File: src/rtl/lq_tagged_queue.sv
// In-order load queue: allocate at tail, issue oldest unissued entry, capture tagged
// responses out of order, retire from head. Outputs are registered-state only; alloc stalls when full.
module lq_tagged_queue #(
  parameter int DEPTH  = 8,
  parameter int TAG_W  = 4,
  parameter int DATA_W = 64,
  parameter int ADDR_W = 64,
  parameter int REG_W  = 6
) (
  input  logic                     clock,
  input  logic                     reset,
  input  logic                     flush,
  input  logic                     alloc_valid,
  input  logic [ADDR_W-1:0]        alloc_addr,
  input  logic [REG_W-1:0]         alloc_dest,
  output logic                     alloc_ready,
  output logic                     mem_req_valid,
  output logic [ADDR_W-1:0]        mem_req_addr,
  input  logic [TAG_W-1:0]         mem_req_tag,
  input  logic [TAG_W-1:0]         mem_resp_tag,
  input  logic [DATA_W-1:0]        mem_resp_data,
  output logic                     out_valid,
  output logic [DATA_W-1:0]        out_data,
  output logic [REG_W-1:0]         out_dest,
  input  logic                     out_pop,
  output logic [$clog2(DEPTH):0]   count,
  output logic                     empty
);

  localparam int PTR_W = $clog2(DEPTH);
  localparam int CNT_W = PTR_W + 1;

  logic [DEPTH-1:0]  ent_valid;
  logic [DEPTH-1:0]  ent_issued;
  logic [DEPTH-1:0]  ent_done;
  logic [ADDR_W-1:0] ent_addr [DEPTH];
  logic [REG_W-1:0]  ent_dest [DEPTH];
  logic [TAG_W-1:0]  ent_tag  [DEPTH];
  logic [DATA_W-1:0] ent_data [DEPTH];

  logic [PTR_W-1:0] head;
  logic [PTR_W-1:0] issue_ptr;
  logic [PTR_W-1:0] tail;
  logic [CNT_W-1:0] occ;

  logic             alloc_fire;
  logic             issue_fire;
  logic             pop_fire;
  logic             resp_hit;
  logic [PTR_W-1:0] resp_idx;
  logic [PTR_W-1:0] scan_idx;

  assign alloc_ready   = occ < CNT_W'(DEPTH);
  assign mem_req_valid = ent_valid[issue_ptr] && !ent_issued[issue_ptr];
  assign mem_req_addr  = ent_addr[issue_ptr];
  assign out_valid     = ent_valid[head] && ent_done[head];
  assign out_data      = ent_data[head];
  assign out_dest      = ent_dest[head];
  assign count         = occ;
  assign empty         = (occ == '0);

  assign alloc_fire = alloc_valid && alloc_ready;
  assign issue_fire = mem_req_valid && (mem_req_tag != '0);
  assign pop_fire   = out_pop && out_valid;

  // Scan from youngest to oldest so the entry nearest head is the last writer.
  always_comb begin
    resp_hit = 1'b0;
    resp_idx = head;
    scan_idx = head;
    if (mem_resp_tag != '0) begin
      for (int i = DEPTH - 1; i >= 0; i--) begin
        scan_idx = head + PTR_W'(i);
        if (ent_valid[scan_idx] && ent_issued[scan_idx] && !ent_done[scan_idx] &&
            (ent_tag[scan_idx] == mem_resp_tag)) begin
          resp_hit = 1'b1;
          resp_idx = scan_idx;
        end
      end
    end
  end

  always_ff @(posedge clock) begin
    if (reset || flush) begin
      ent_valid  <= '0;
      ent_issued <= '0;
      ent_done   <= '0;
      for (int i = 0; i < DEPTH; i++) begin
        ent_tag[i] <= '0;
      end
      head      <= '0;
      issue_ptr <= '0;
      tail      <= '0;
      occ       <= '0;
    end else begin
      if (alloc_fire) begin
        ent_valid[tail]  <= 1'b1;
        ent_issued[tail] <= 1'b0;
        ent_done[tail]   <= 1'b0;
        ent_addr[tail]   <= alloc_addr;
        ent_dest[tail]   <= alloc_dest;
        tail             <= tail + PTR_W'(1);
      end
      if (issue_fire) begin
        ent_tag[issue_ptr]    <= mem_req_tag;
        ent_issued[issue_ptr] <= 1'b1;
        issue_ptr             <= issue_ptr + PTR_W'(1);
      end
      if (resp_hit) begin
        ent_data[resp_idx] <= mem_resp_data;
        ent_done[resp_idx] <= 1'b1;
      end
      if (pop_fire) begin
        ent_valid[head]  <= 1'b0;
        ent_issued[head] <= 1'b0;
        ent_done[head]   <= 1'b0;
        head             <= head + PTR_W'(1);
      end
      case ({alloc_fire, pop_fire})
        2'b10:   occ <= occ + CNT_W'(1);
        2'b01:   occ <= occ - CNT_W'(1);
        default: occ <= occ;
      endcase
    end
  end

endmodule

File: config.mk
export PLATFORM = sky130hd
export DESIGN_NAME = lq_tagged_queue
export DESIGN_NICKNAME = d
export VERILOG_FILES = /design/src/rtl/lq_tagged_queue.sv
export SDC_FILE = /design/constraint.sdc
export NUM_CORES = 1
export LEC_CHECK = 0
export ABC_AREA = 1
export BUFFER_PORTS_ARGS = -buffer_cell sky130_fd_sc_hd__clkbuf_2
export CAP_MARGIN = 20
export CORE_MARGIN = 2
export CORE_UTILIZATION = 35
export DETAILED_ROUTE_END_ITERATION = 16
export PLACE_DENSITY = 0.61
export SYNTH_ARGS = -nofsm -noshare
export SYNTH_HDL_FRONTEND = slang
export SYNTH_SLANG_ARGS = --single-unit
File: constraint.sdc
create_clock -name clock -period 15.2 [get_ports clock]
set_input_delay 0 -clock clock [delete_from_list [all_inputs] [get_ports clock]]
set_output_delay 0 -clock clock [all_outputs]
set_load 0.02 [all_outputs]
# Word level (Yosys, flattened, before mapping)
# Memories as Yosys holds them, arrays and structs flattened. A register that Yosys moved wholly into a read port is not among the register bits.
# Index checks and enable logic that the tools add are counted.
# word_totals
elab_cells,220
ff_bits,37
out_inout_bits,142
n_memories,4
ramBits,1104
inputBits,147
# classes
add_sub_neg,11
n_bitwise,10
mux,114
eq_ne,10
magnitude_cmp,16
reduce_logical,48
# mem_list
name,depth,width,read_ports,rd_clocked_by_memory_dff,wr,line_no,source
ent_addr,8,64,1,1,1,36,logic [ADDR_W-1:0] ent_addr [DEPTH];
ent_data,8,64,1,1,1,39,logic [DATA_W-1:0] ent_data [DEPTH];
ent_dest,8,6,1,1,1,37,logic [REG_W-1:0] ent_dest [DEPTH];
ent_tag,8,4,8,1,8,38,logic [TAG_W-1:0] ent_tag [DEPTH];
# op_table
cell,count
$mux W8,13
$bmux W1 S3,26
$mux W3,18
$mux W1,51
$lt A3 B4 Y1 const B,11
$and A8 B8 Y8,5
$logic_and A1 B1 Y1,33
$eq A4 B4 Y1,8
$or A8 B8 Y8,3
$not A8 Y8,2
$add A3 B3 Y3 const B,4
$demux W1 S3,4
$ge A3 B1 Y1 const B,4
$add A3 B1 Y3 const B,3
$logic_not A1 Y1,9
$pmux W4 S2,1
$reduce_bool A4 Y1,2
$add A3 B2 Y3 const B,2
$add A4 B1 Y4 const B,1
$logic_not A4 Y1,1
$lt A4 B4 Y1 const B,1
$mux W4,1
$reduce_or A4 Y1,1
$sub A4 B1 Y4 const B,1
4 further kinds,4

# Logic depth before layout (Yosys ltp)
# Gate-level depths: netlist (run 1).
# depth
depth_word,24
depth_mapped,28
mapped_depth_nobuf,25

# Worst setup path before layout (run 1)
# OpenSTA, ideal clock, no wires.
# synth_path
kind,flip-flop to flip-flop
from,reg head[1]
to,"mem ent_data[5][0], enable pin"
t_arrival_ns,5.499
path_buffers,4
path_slack_ns,9.214
stages_incl_launch_ff,26
required_time_ns,14.714
period_less_slack_ns,5.986
setup_time_ns,0.486
cell_sequence,dfxtp_1 -> buf_2 -> inv_2 -> buf_2 -> ha_1 -> buf_2 -> inv_2 -> buf_2 -> nand3_1 -> nand2_1 -> nand2_1 -> nor2_1 -> nor2_1 -> nor2_2 -> nand2_1 -> nor2_4 -> nand2_1 -> nand2_1 -> nand2_1 -> nand2_1 -> nand2_1 -> nand2_2 -> nand3_2 -> a21oi_4 -> nand3_2 -> nor2_1
# synth_via
elab_chain_len,18
word_cells_on_any_way,116
classes_between,add/sub (7); eq/ne (7); mux (69); reduce/logical (32); memory (1)
# synth_lines
item,line_no,source
"start, declared",41,logic [PTR_W-1:0] head;
"start signal, assigned",117,head <= head + PTR_W'(1);
branches (longest 18 deep; another with $mem_v2 Z8 W4),-,
"end, declared",39,
# Parallel ways; which one is timed is not known. The select of a mux whose other input is x is not followed.

# Worst setup path in the final report (run 1)
# layout_path
from,reg head[1]
to,"mem ent_data[4][24], enable pin"
# The elaborated chain is that of the path after synthesis.

==> flow_summary.json, run 1 <==
{
  "status": "complete, no violations",
  "rows": 134,
  "fin_nets": 4534,
  "die-area_sq_um": 138000,
  "first_pass_iters": 7,
  "fin_crit_sh": 0.351,
  "yosysMostFrequentCell": "edfxtp_1",
  "netlist_area_sq_um": 47100,
  "die_h_um": 371,
  "start_util": 0.353,
  "seq_area_frac_synth": 0.722,
  "die_w_um": 371,
  "relSlewSlack": 0.254,
  "cts_tree": "yes",
  "tns_ns": 0,
  "cellLeakagePower_nw": 19.2,
  "critPathMaxFanout": 64,
  "final_core_util": 0.416,
  "wirelength_um": 121000,
  "clock_skew_ns": 0.0752,
  "clk_root_buffer_cell": "clkbuf_16",
  "critPathSlowestCell": "buf_4",
  "worstPathArrival_ns": 5.69,
  "cp_cell_sequence": "inv_2 > ha_1 > buf_4 > inv_2 > nand3_1 > nand3_1 > nand2_1 > nand2_1 > nand2_1 > a21oi_1 > nand3_1 > nand2_1 > nor2_1 > nand2_1 > nand3_1 > nand2_1 > nand2_1 > a21oi_4 > nand3_2 > nor2_4 > buf_4",
  "ys_types": 45,
  "yosysWarningCount": 0,
  "path_clk_slew_ns": 0.06,
  "post_synth_inst_count": 4034,
  "antenna_found_initial": 20,
  "clockBufferDepth": 3,
  "synth_async_sr_flop_share": 0,
  "power.density_nw_per_um2": 117,
  "crit_top_cell": "nand2_1",
  "cp_slowest_stage_delay_ns": 0.84,
  "slew_violations": 0,
  "worst_hold_path_type": "in -> reg",
  "grt_max_degree": 229,
  "ys_ff_latch": 1147,
  "crit_required_ns": 15.56,
  "stdcell_count": 6252,
  "core-area_sq_um": 133000,
  "drtIter0Drc": 2866,
  "htreeDepth": 3,
  "vias": 31800,
  "ir_worst_vdd_mv": 0.114,
  "worst_setup_path_start_kind": "flop",
  "syn_avg_cell_area_sq_um": 11.7,
  "synthFlopType": "edfxtp_1",
  "drcViolationCount": 0,
  "grt_use_total": 0.172,
  "timing.final.crit_period_ns": 5.33,
  "hold_viol_final": 0,
  "numCtsBuffers": 115,
  "rsz0062_at_grt": "false",
  "place_congestion": 0.911,
  "worst_slew_pin_slew_ns": 1.12,
  "yosys.area.top_type": "edfxtp_1",
  "synth_edf_count": 1104,
  "drv_cap": 0,
  "setup_viol": 0,
  "synth_common_cells": "edfxtp_1 (1104), nor2_1 (1082), o21ai_0 (573), nand2_1 (286), clkbuf_1 (191)",
  "clk_latency_ns": 0.77,
  "synth_top_area_frac": 0.704,
  "avgRoutedWirePerCell_um": 19.4,
  "grt_pass1_wl_um": 182000,
  "grt_pass1_vias": 30000,
  "dp.final_hpwl_um": 67300,
  "vias_per_cell": 5.08,
  "yosys-top-cells-area": "edfxtp_1 (70%), nor2_1 (8.6%), o21ai_0 (6.1%), nand2_1 (2.3%), o22ai_1 (1.9%)",
  "rrSetupSlack_ns": 9.87,
  "crit_family": "buffers and inverters",
  "cts_setup_buffers": 0,
  "pin_count": 289,
  "io_buffers": 288,
  "fmax_mhz": 188,
  "drtAntennaViolNets": 0,
  "syn_nets": 4193,
  "overflow": 0,
  "drive_above_1_share": 0.127,
  "crit_buf_inv": 4,
  "critPathKind": "reg -> reg",
  "clock_sinks": 1147,
  "dp_cells": 5880,
  "critPathCaptureType": "flop",
  "finalPower_mw": 6.52,
  "area_growth_pct": 17.9
}
==> placed cells by master, fill, tap and decap left out, types with 4 or more instances in the layout <==
cell	Yosys	final
nor2_1	1082	1065
dfxtp_1	43	38
nand3_1	173	173
xor2_1	14	14
nor2_2	4	5
clkinv_1	2	24
clkbuf_1	191	23
buf_4	7	35
ha_1	11	11
clkbuf_8	0	7
a21oi_1	39	39
diode_2	0	10
inv_4	0	4
dlygate4sd3_1	0	144
o21ai_1	10	10
nand2_2	6	6
inv_1	101	96
o22ai_1	141	141
nand3_2	12	12
clkinv_2	0	21
clkinv_16	0	5
nand2_1	286	286
dfxtp_4	0	4
o21ai_0	573	573
inv_2	10	9
nand4_1	5	5
edfxtp_1	1104	1104
nor2_4	2	18
inv_6	1	6
bufinv_16	0	10
o211ai_1	4	4
clkbuf_2	1	291
clkbuf_16	0	116
a31oi_1	135	135
==> worst reg2reg max path, delay by kind of cell (launching register included) <==
family | cells | cell delay, ns
fa+ha+maj | 1 | 0.39
compound gates | 2 | 0.46
flops | 1 | 0.68
simple gates | 14 | 1.45
buf+inv | 4 | 1.87
==> cell families after synthesis <==
logic type	count (synthesis)	share of synthesized area
fa+ha+maj	12	0.00335
buf+inv	361	0.0310
xor+xnor	17	0.00332
flops	1147	0.722
compound gates	919	0.107
simple gates	1578	0.133
==> routing by layer <==
metal	part of all wire	vias to the layer above	GRT usage
li1	-	15100	-
met1	0.45	15500	0.239
met2	0.47	942	0.279
met3	0.065	173	0.0308
met4	0.019	20	0.0425
met5	0.0011	-	0
==> area by class of cell <==
| cell class | instances | area, sq um |
|---|---|---|
| Fill cell | 12500 | 77900 |
| Sequential cell | 1147 | 34000 |
| Multi-Input combinational cell | 2526 | 11800 |
| Timing Repair Buffer | 471 | 3230 |
| Clock buffer | 149 | 3100 |
| Tap cell | 1768 | 2210 |
| Clock inverter | 67 | 727 |
| Inverter | 114 | 458 |
| Antenna cell | 10 | 25.0 |
==> flip-flops by register name, summed over array words and instances, names as in the netlist, 4 cells and up, named ones only <==
signal	count
ent_addr	512
ent_data	512
ent_dest	48
ent_tag	32
ent_done	8
ent_issued	8
ent_valid	8
count	4
==> worst paths after layout <==
check                                from                   endpoint  depth (start not counted)
setup / recovery     head[1]$_SDFFE_PP0P_  ent_data[4][24]$_DFFE_PP_                         21
hold / removal          mem_resp_data[58]  ent_data[5][58]$_DFFE_PP_                          2
hold reg to reg   ent_valid[6]$_SDFF_PP0_    ent_valid[6]$_SDFF_PP0_                          2
setup reg to reg     head[1]$_SDFFE_PP0P_  ent_data[4][24]$_DFFE_PP_                         21
==> metrics by stage <==
stage,cell area (sq um),hold slack (ns),setup slack (ns)
3_5_place_dp,50200,0.271,9.35
6_report,55500,0.0545,9.87
2_1_floorplan,47100,0.0989,9.21
4_1_cts,55500,0.00328,9.31
5_1_grt,55500,0.0558,9.42
3_3_place_gp,50200,0.275,9.41
==> power by group <==
group          internal [mW]  switching (mW)
logic                 0.0734           0.141
registers               3.47          0.0118
clock network           1.62            1.21
total                   5.16            1.36
==> timing repair <==
item | 4_1_cts | 5_1_grt
gates resized for setup | 0 | 0
endpoints found under the hold margin | 1163 | 0
hold buffers | 144 | 0
(Power assumes the default switching activity.)
==> run 2: changes to the inputs <==
--- a/config.mk
+++ b/config.mk
@@ -5,7 +5,7 @@
 export SDC_FILE = /design/constraint.sdc
 export NUM_CORES = 1
 export LEC_CHECK = 0
-export ABC_AREA = 1
+export ABC_AREA = 0
 export BUFFER_PORTS_ARGS = -buffer_cell sky130_fd_sc_hd__clkbuf_2
 export CAP_MARGIN = 20
 export CORE_MARGIN = 2
==> constraint.sdc (replaced) <==
create_clock -name clock -period 5.4 [get_ports clock]
set_input_delay 0 -clock clock [delete_from_list [all_inputs] [get_ports clock]]
set_output_delay 0 -clock clock [all_outputs]
set_load 0.02 [all_outputs]
==> run 2 against run 1 <==
  * Critical path depth down 9
  * Area after synthesis down 1.2%
  * Sequential cell count unchanged
  * Routed wire length down 9.0%
  * Setup slack worse by 9.5 ns
  * Non-clock buffer count up 6
  * Critical path type unchanged
  * Core utilization up 0.74 points
  * Highest routed layer unchanged
  * Largest power group unchanged
==> flow_summary.json, run 2 <==
{
  "status": "complete, no violations",
  "fin_crit_sh": 0.931,
  "vias_per_cell": 5.17,
  "cellLeakagePower_nw": 17.5,
  "timing.final.crit_period_ns": 5.03,
  "dp.final_hpwl_um": 66900,
  "core-area_sq_um": 132000,
  "critPathSlowestCell": "ha_1",
  "vias": 23500,
  "place_congestion": 0.887,
  "critPathCaptureType": "flop",
  "final_common_cell": "edfxtp_1",
  "r2r_end": "ent_data[2][54]$_DFFE_PP_",
  "fillCellCount": 11300,
  "grt_use_total": 0.161,
  "clockBufferDepth": 3,
  "pin_count": 289,
  "rsz0062_at_grt": "false",
  "post_synth_inst_count": 2211,
  "grt_pass1_vias": 24800,
  "die_w_um": 369,
  "worst_slew_pin_slew_ns": 1.09,
  "cts_tree": "yes",
  "worst_setup_path_start_kind": "flop",
  "drtIter0Drc": 1818,
  "die-area_sq_um": 136000,
  "worstPathArrival_ns": 5.47,
  "cts_hold_buffers": 142,
  "netlist_area_sq_um": 46500,
  "final_cell_mix": "edfxtp_1 (1104), mux4_2 (318), clkbuf_2 (288)",
  "use_met3": 0.0300,
  "path_clk_slew_ns": 0.06,
  "ir_worst_vdd_mv": 0.318,
  "ff2ff_path_depth": 12,
  "hold_depth": 2,
  "clk_latency_ns": 0.77,
  "relSlewSlack": 0.274,
  "ys_ff_latch": 1147,
  "top_usage_layer": "met2",
  "synth_async_sr_flop_share": 0,
  "drv_cap": 0,
  "power.density_nw_per_um2": 326,
  "yosysMostFrequentCell": "edfxtp_1",
  "ys_types": 68,
  "finalPower_mw": 18.2,
  "worst_hold_path_type": "in -> reg",
  "cp_slowest_stage_delay_ns": 0.78,
  "yosys-top-cells-area": "edfxtp_1 (71%), mux4_2 (15%), mux2_2 (3.4%), dfxtp_1 (1.9%), mux2i_1 (1.3%)",
  "fin_nets": 2851,
  "numCtsBuffers": 116,
  "final.setup.worst_slack_ns": 0.375,
  "io_buffers": 288,
  "min_from": "mem_resp_data[9]",
  "synth_top_area_frac": 0.713,
  "overflow": 0,
  "first_pass_iters": 5,
  "htreeDepth": 3,
  "rrSetupSlack_ns": 0.37,
  "fmax_mhz": 199,
  "clock_skew_ns": 0.0698,
  "hold_viol_final": 0,
  "syn_avg_cell_area_sq_um": 21.0,
  "synth_edf_count": 1104,
  "wirelength_um": 110000,
  "grt_use_met2": 0.271,
  "grt_max_degree": 141,
  "drcViolationCount": 0,
  "hold_end": "ent_data[3][9]$_DFFE_PP_",
  "dp_cells": 4187,
  "use_met1": 0.212,
  "drive_above_1_share": 0.360,
  "synthFlopType": "edfxtp_1",
  "seq_area_frac_synth": 0.731,
  "area_growth_pct": 19.8,
  "critPathMaxFanout": 18,
  "yosys.area.top_type": "edfxtp_1",
  "cp_cell_sequence": "inv_2 > ha_1 > mux4_2 > mux2i_1 > xnor2_1 > or4_4 > a2111oi_0 > a211oi_2 > o31ai_4 > nand2_4 > nor3_4 > buf_12",
  "r2r-start": "head[2]$_SDFFE_PP0P_",
  "die_h_um": 369,
  "post-place-ws_ns": 0.420,
  "grt_pass1_wl_um": 163000,
  "stdcell_count": 4541,
  "cts_setup_buffers": 0,
  "syn_nets": 2370,
  "clk_root_buffer_cell": "clkbuf_16",
  "yosysWarningCount": 0,
  "slew_violations": 0,
  "reg.largest.list": "ent_addr: 512 flops, ent_data: 512 flops, ent_dest: 48 flops",
  "avgRoutedWirePerCell_um": 24.3,
  "cts-resized-gates": 0,
  "critPathKind": "reg -> reg",
  "drtAntennaViolNets": 0,
  "crit_start": "head[2]$_SDFFE_PP0P_",
  "antenna_found_initial": 8,
  "setup_viol": 0,
  "start_util": 0.353,
  "rows": 133,
  "crit_required_ns": 5.85,
  "synth_common_cells": "edfxtp_1 (1104), mux4_2 (318), mux2_2 (142), clkbuf_1 (65)",
  "clock_sinks": 1147
}
-- run 2: logic make-up (layout without fill, tap and decap cells) --
| kind of cell | Yosys count | after routing | synth area share |
|---|---|---|---|
| compound gates | 85 | 85 | 0.0125 |
| xor+xnor | 44 | 44 | 0.00861 |
| fa+ha+maj | 12 | 12 | 0.00339 |
| buf+inv | 135 | 709 | 0.0119 |
| flops | 1147 | 1147 | 0.731 |
| mux | 523 | 523 | 0.202 |
| other cells | 0 | 1 | 0 |
| simple gates | 265 | 265 | 0.0307 |
-- run 2: power breakdown --
part           switching [mW]  total (mW)  internal [mW]
clock                    3.37        7.76           4.39
combinational           0.337       0.589          0.252
sequential             0.0509        9.84           9.79
total                    3.76        18.2           14.4
-- run 2: per-stage QoR --
step           hold slack [ns]  utilization  TNS [ns]  area, sq um
2_1_floorplan           0.0989            -     -3.16        46800
3_3_place_gp             0.262        0.384         0        50600
3_5_place_dp             0.281        0.384         0        50600
4_1_cts                0.00354        0.424         0        55800
5_1_grt                 0.0524        0.424         0        55800
6_report                0.0664        0.424         0        55800
-- run 2: layout make-up --
cell class | instances | area (sq um) | share of cell area
clock buffers | 139 | 2990 | 0.0536
clock inverters | 72 | 742 | 0.0133
diodes | 1 | 2.50 | 0.0000449
flip-flops and latches | 1147 | 34000 | 0.611
repair buffers | 477 | 3500 | 0.0628
inverters | 21 | 88.8 | 0.00159
well taps | 1755 | 2200 | 0.0394
multi-input cells | 929 | 12200 | 0.219
-- run 2: worst max-delay path, delay by kind of cell, from the launching register on --
kind | cells | cell delay [ns]
AOI/OAI and AO/OA | 3 | 0.82
adders and majority gates | 1 | 0.78
and+or+nand+nor | 3 | 1.31
DFF | 1 | 0.51
buffers and inverters | 2 | 0.31
xor gates and xnor gates | 1 | 0.14
muxes | 2 | 0.80
-- run 2: how the worst max path moves through the flow --
| stage | endpoint | slack [ns] | cells after the start |
|---|---|---|---|
| 4_1_cts | ent_data[2][54]$_DFFE_PP_ | 0.36 | 12 |
| 6_report | ent_data[2][54]$_DFFE_PP_ | 0.37 | 12 |
| 5_1_grt | ent_data[2][52]$_DFFE_PP_ | 0.1 | 14 |
| 3_5_place_dp | ent_data[2][43]$_DFFE_PP_ | 0.42 | 12 |
| 2_1_floorplan | ent_data[7][0]$_DFFE_PP_ | -0.02 | 14 |
| 3_3_place_gp | ent_data[2][44]$_DFFE_PP_ | 0.51 | 13 |
-- run 2: per-layer routing --
metal	part of all wire	vias up
met1	0.42	12400
met4	0.028	14
met5	0.00086	-
met2	0.50	661
li1	-	10200
met3	0.048	178
==> run 3: changes to the inputs <==
--- a/config.mk
+++ b/config.mk
@@ -11,7 +11,9 @@
 export CORE_MARGIN = 2
 export CORE_UTILIZATION = 35
 export DETAILED_ROUTE_END_ITERATION = 16
-export PLACE_DENSITY = 0.61
+export MAX_ROUTING_LAYER = met4
+export PLACE_DENSITY = 0.63
+export SETUP_SLACK_MARGIN = 0.4
 export SYNTH_ARGS = -nofsm -noshare
 export SYNTH_HDL_FRONTEND = slang
 export SYNTH_SLANG_ARGS = --single-unit
==> run 3 against run 2 <==
  * Clock skew fell by 0.017 ns
  * Combinational power grew 1%
  * Hold slack better by 0.0056 ns
  * Count of clock-buffer cells in the layout decreased by 5
  * First-iteration DRC count is 12% higher
  * Core utilization up 0.27 points
  * Power is 2.5% higher
  * Cell count rose by 0.48%
  * Clock power up 5.9%
  * Sequential power about the same
  * Critical path depth increased by 1
  * Sequential cell count unchanged
  * Critical path type unchanged
  * Critical endpoint is now ent_data[2][52]$_DFFE_PP_
  * Largest power group unchanged
==> flow_summary.json, run 3 (synthesized netlist as in run 2, its figures left out) <==
{
  "multi_input_area_sq_um": 12200,
  "start_util": 0.353,
  "final_common_cell": "edfxtp_1",
  "vias": 23800,
  "post_dp_cell_area_sq_um": 50500,
  "fin_crit_sh": 0.892,
  "area_growth_pct": 20.6,
  "die_h_um": 369,
  "antenna_found_initial": 9,
  "status": "complete, no violations",
  "worst_slew_pin_slew_ns": 0.983,
  "drcViolationCount": 0,
  "cts_tree": "yes",
  "cp_cell_sequence": "inv_2 > ha_2 > mux4_2 > mux2i_1 > xnor2_1 > or4_4 > a2111oi_0 > a211oi_2 > o31ai_4 > nand2_4 > nor3_4 > buf_12 > buf_8",
  "drtAntennaViolNets": 0,
  "final_cell_mix": "edfxtp_1 (1104), mux4_2 (318), clkbuf_2 (288)",
  "grt_pass1_vias": 24700,
  "power.density_nw_per_um2": 332,
  "cp_num_cells": 13,
  "critPathMaxFanout": 32,
  "regArea_sq_um": 34000,
  "worst_hold_path_type": "in -> reg",
  "r2r-start": "head[2]$_SDFFE_PP0P_",
  "place_congestion": 0.864,
  "crit_start": "head[2]$_SDFFE_PP0P_",
  "pin_count": 289,
  "dp.final_hpwl_um": 65300,
  "setup_viol": 0,
  "htreeDepth": 3,
  "slew_violations": 0,
  "rrSetupSlack_ns": 0.58,
  "crit_family": "simple AND/OR/NAND/NOR gates",
  "critPathKind": "reg -> reg",
  "clock_skew_ns": 0.0529,
  "final.setup.worst_slack_ns": 0.581,
  "fillCellCount": 11200,
  "critPathCaptureType": "flop",
  "fin_area_sq_um": 56100,
  "crit_required_ns": 5.80,
  "timing.final.crit_period_ns": 4.82,
  "clock_sinks": 1147,
  "reg.largest.list": "ent_addr: 512 flops, ent_data: 512 flops, ent_dest: 48 flops",
  "critPathSlowestCell": "or4_4",
  "grt_use_total": 0.164,
  "post-place-ws_ns": 0.458,
  "clk_latency_ns": 0.74,
  "ff2ff_path_depth": 13,
  "hold_viol_final": 0,
  "drv_cap": 0,
  "clk_root_buffer_cell": "clkbuf_16",
  "fin_nets": 2857,
  "cp_slowest_stage_delay_ns": 0.61,
  "worst_setup_path_start_kind": "flop",
  "die-area_sq_um": 136000,
  "r2r_end": "ent_data[2][52]$_DFFE_PP_",
  "numCtsBuffers": 115,
  "drtIter0Drc": 2044,
  "grt_max_degree": 96,
  "clockBufferDepth": 3,
  "worstPathArrival_ns": 5.21,
  "path_clk_slew_ns": 0.08,
  "core-area_sq_um": 132000,
  "crit_buf_inv": 3,
  "die_w_um": 369,
  "avgRoutedWirePerCell_um": 24.1,
  "wirelength_um": 110000,
  "overflow": 0,
  "relSlewSlack": 0.339,
  "ir_worst_vdd_mv": 0.296,
  "fmax_mhz": 208,
  "vias_per_cell": 5.22,
  "first_pass_iters": 8,
  "drive_above_1_share": 0.367,
  "grt_pass1_wl_um": 162000,
  "rsz0062_at_grt": "false",
  "critPathCapture": "ent_data[2][52]$_DFFE_PP_",
  "cellLeakagePower_nw": 17.7,
  "rows": 133,
  "io_buffers": 288
}
run 3: what timing repair did:
item	4_1_cts	5_1_grt
endpoints found under the hold margin	1132	0
gates resized for setup	0	21
hold buffers	144	0
setup buffers	0	6
endpoints found under the setup margin	0	512
run 3: how the worst min path moves through the flow:
stage,from,to,slack (ns),depth (start not counted)
final,alloc_addr[24],ent_addr[4][24]$_DFFE_PP_,0.07,2
after global routing,alloc_addr[29],ent_addr[2][29]$_DFFE_PP_,0.05,2
after CTS,alloc_addr[21],ent_addr[1][21]$_DFFE_PP_,0.00009,2
after detailed placement,alloc_addr[5],ent_addr[7][5]$_DFFE_PP_,0.28,1
after global placement,alloc_addr[35],ent_addr[4][35]$_DFFE_PP_,0.26,1
after floorplan,alloc_addr[0],ent_addr[0][0]$_DFFE_PP_,0.1,0
run 3: routing by layer:
layer  track usage  wire length, um  up-vias  part of all wire
met5             -                0        -                 0
met4        0.0411             2100        0             0.019
met3        0.0304             6100      154             0.056
met2         0.266            54900      726              0.50
met1         0.215            46800    12700              0.43
li1              -                -    10200                 -
run 3: layout make-up:
class / count / area share
clock inverters: 84 / 0.0180
clock buffers: 134 / 0.0526
well taps: 1755 / 0.0391
inverters: 21 / 0.00158
repair buffers: 484 / 0.0637
flip-flops and latches: 1147 / 0.607
multi-input cells: 929 / 0.218
diodes: 9 / 0.000401
run 3: where the power goes:
| group | switching (mW) | internal (mW) | leakage (nW) |
|---|---|---|---|
| Sequential | 0.0464 | 9.79 | 10.4 |
| Combinational | 0.344 | 0.254 | 5.39 |
| Clock | 3.45 | 4.77 | 1.91 |
| Total | 3.84 | 14.8 | 17.7 |
run 3: through the flow:
step / TNS [ns] / total power [mW] / utilization / cells / hold WS (ns)
CTS: 0 / 18.8 / 0.425 / 4544 / 0.0000936
global placement: 0 / 10.5 / 0.383 / 4181 / 0.259
finish: 0 / 18.6 / 0.426 / 4563 / 0.0719
global route: 0 / 19.2 / 0.426 / 4562 / 0.0508
detailed placement: 0 / 10.5 / 0.384 / 4182 / 0.279
floorplan: -3.16 / 10.3 / - / 2211 / 0.0989
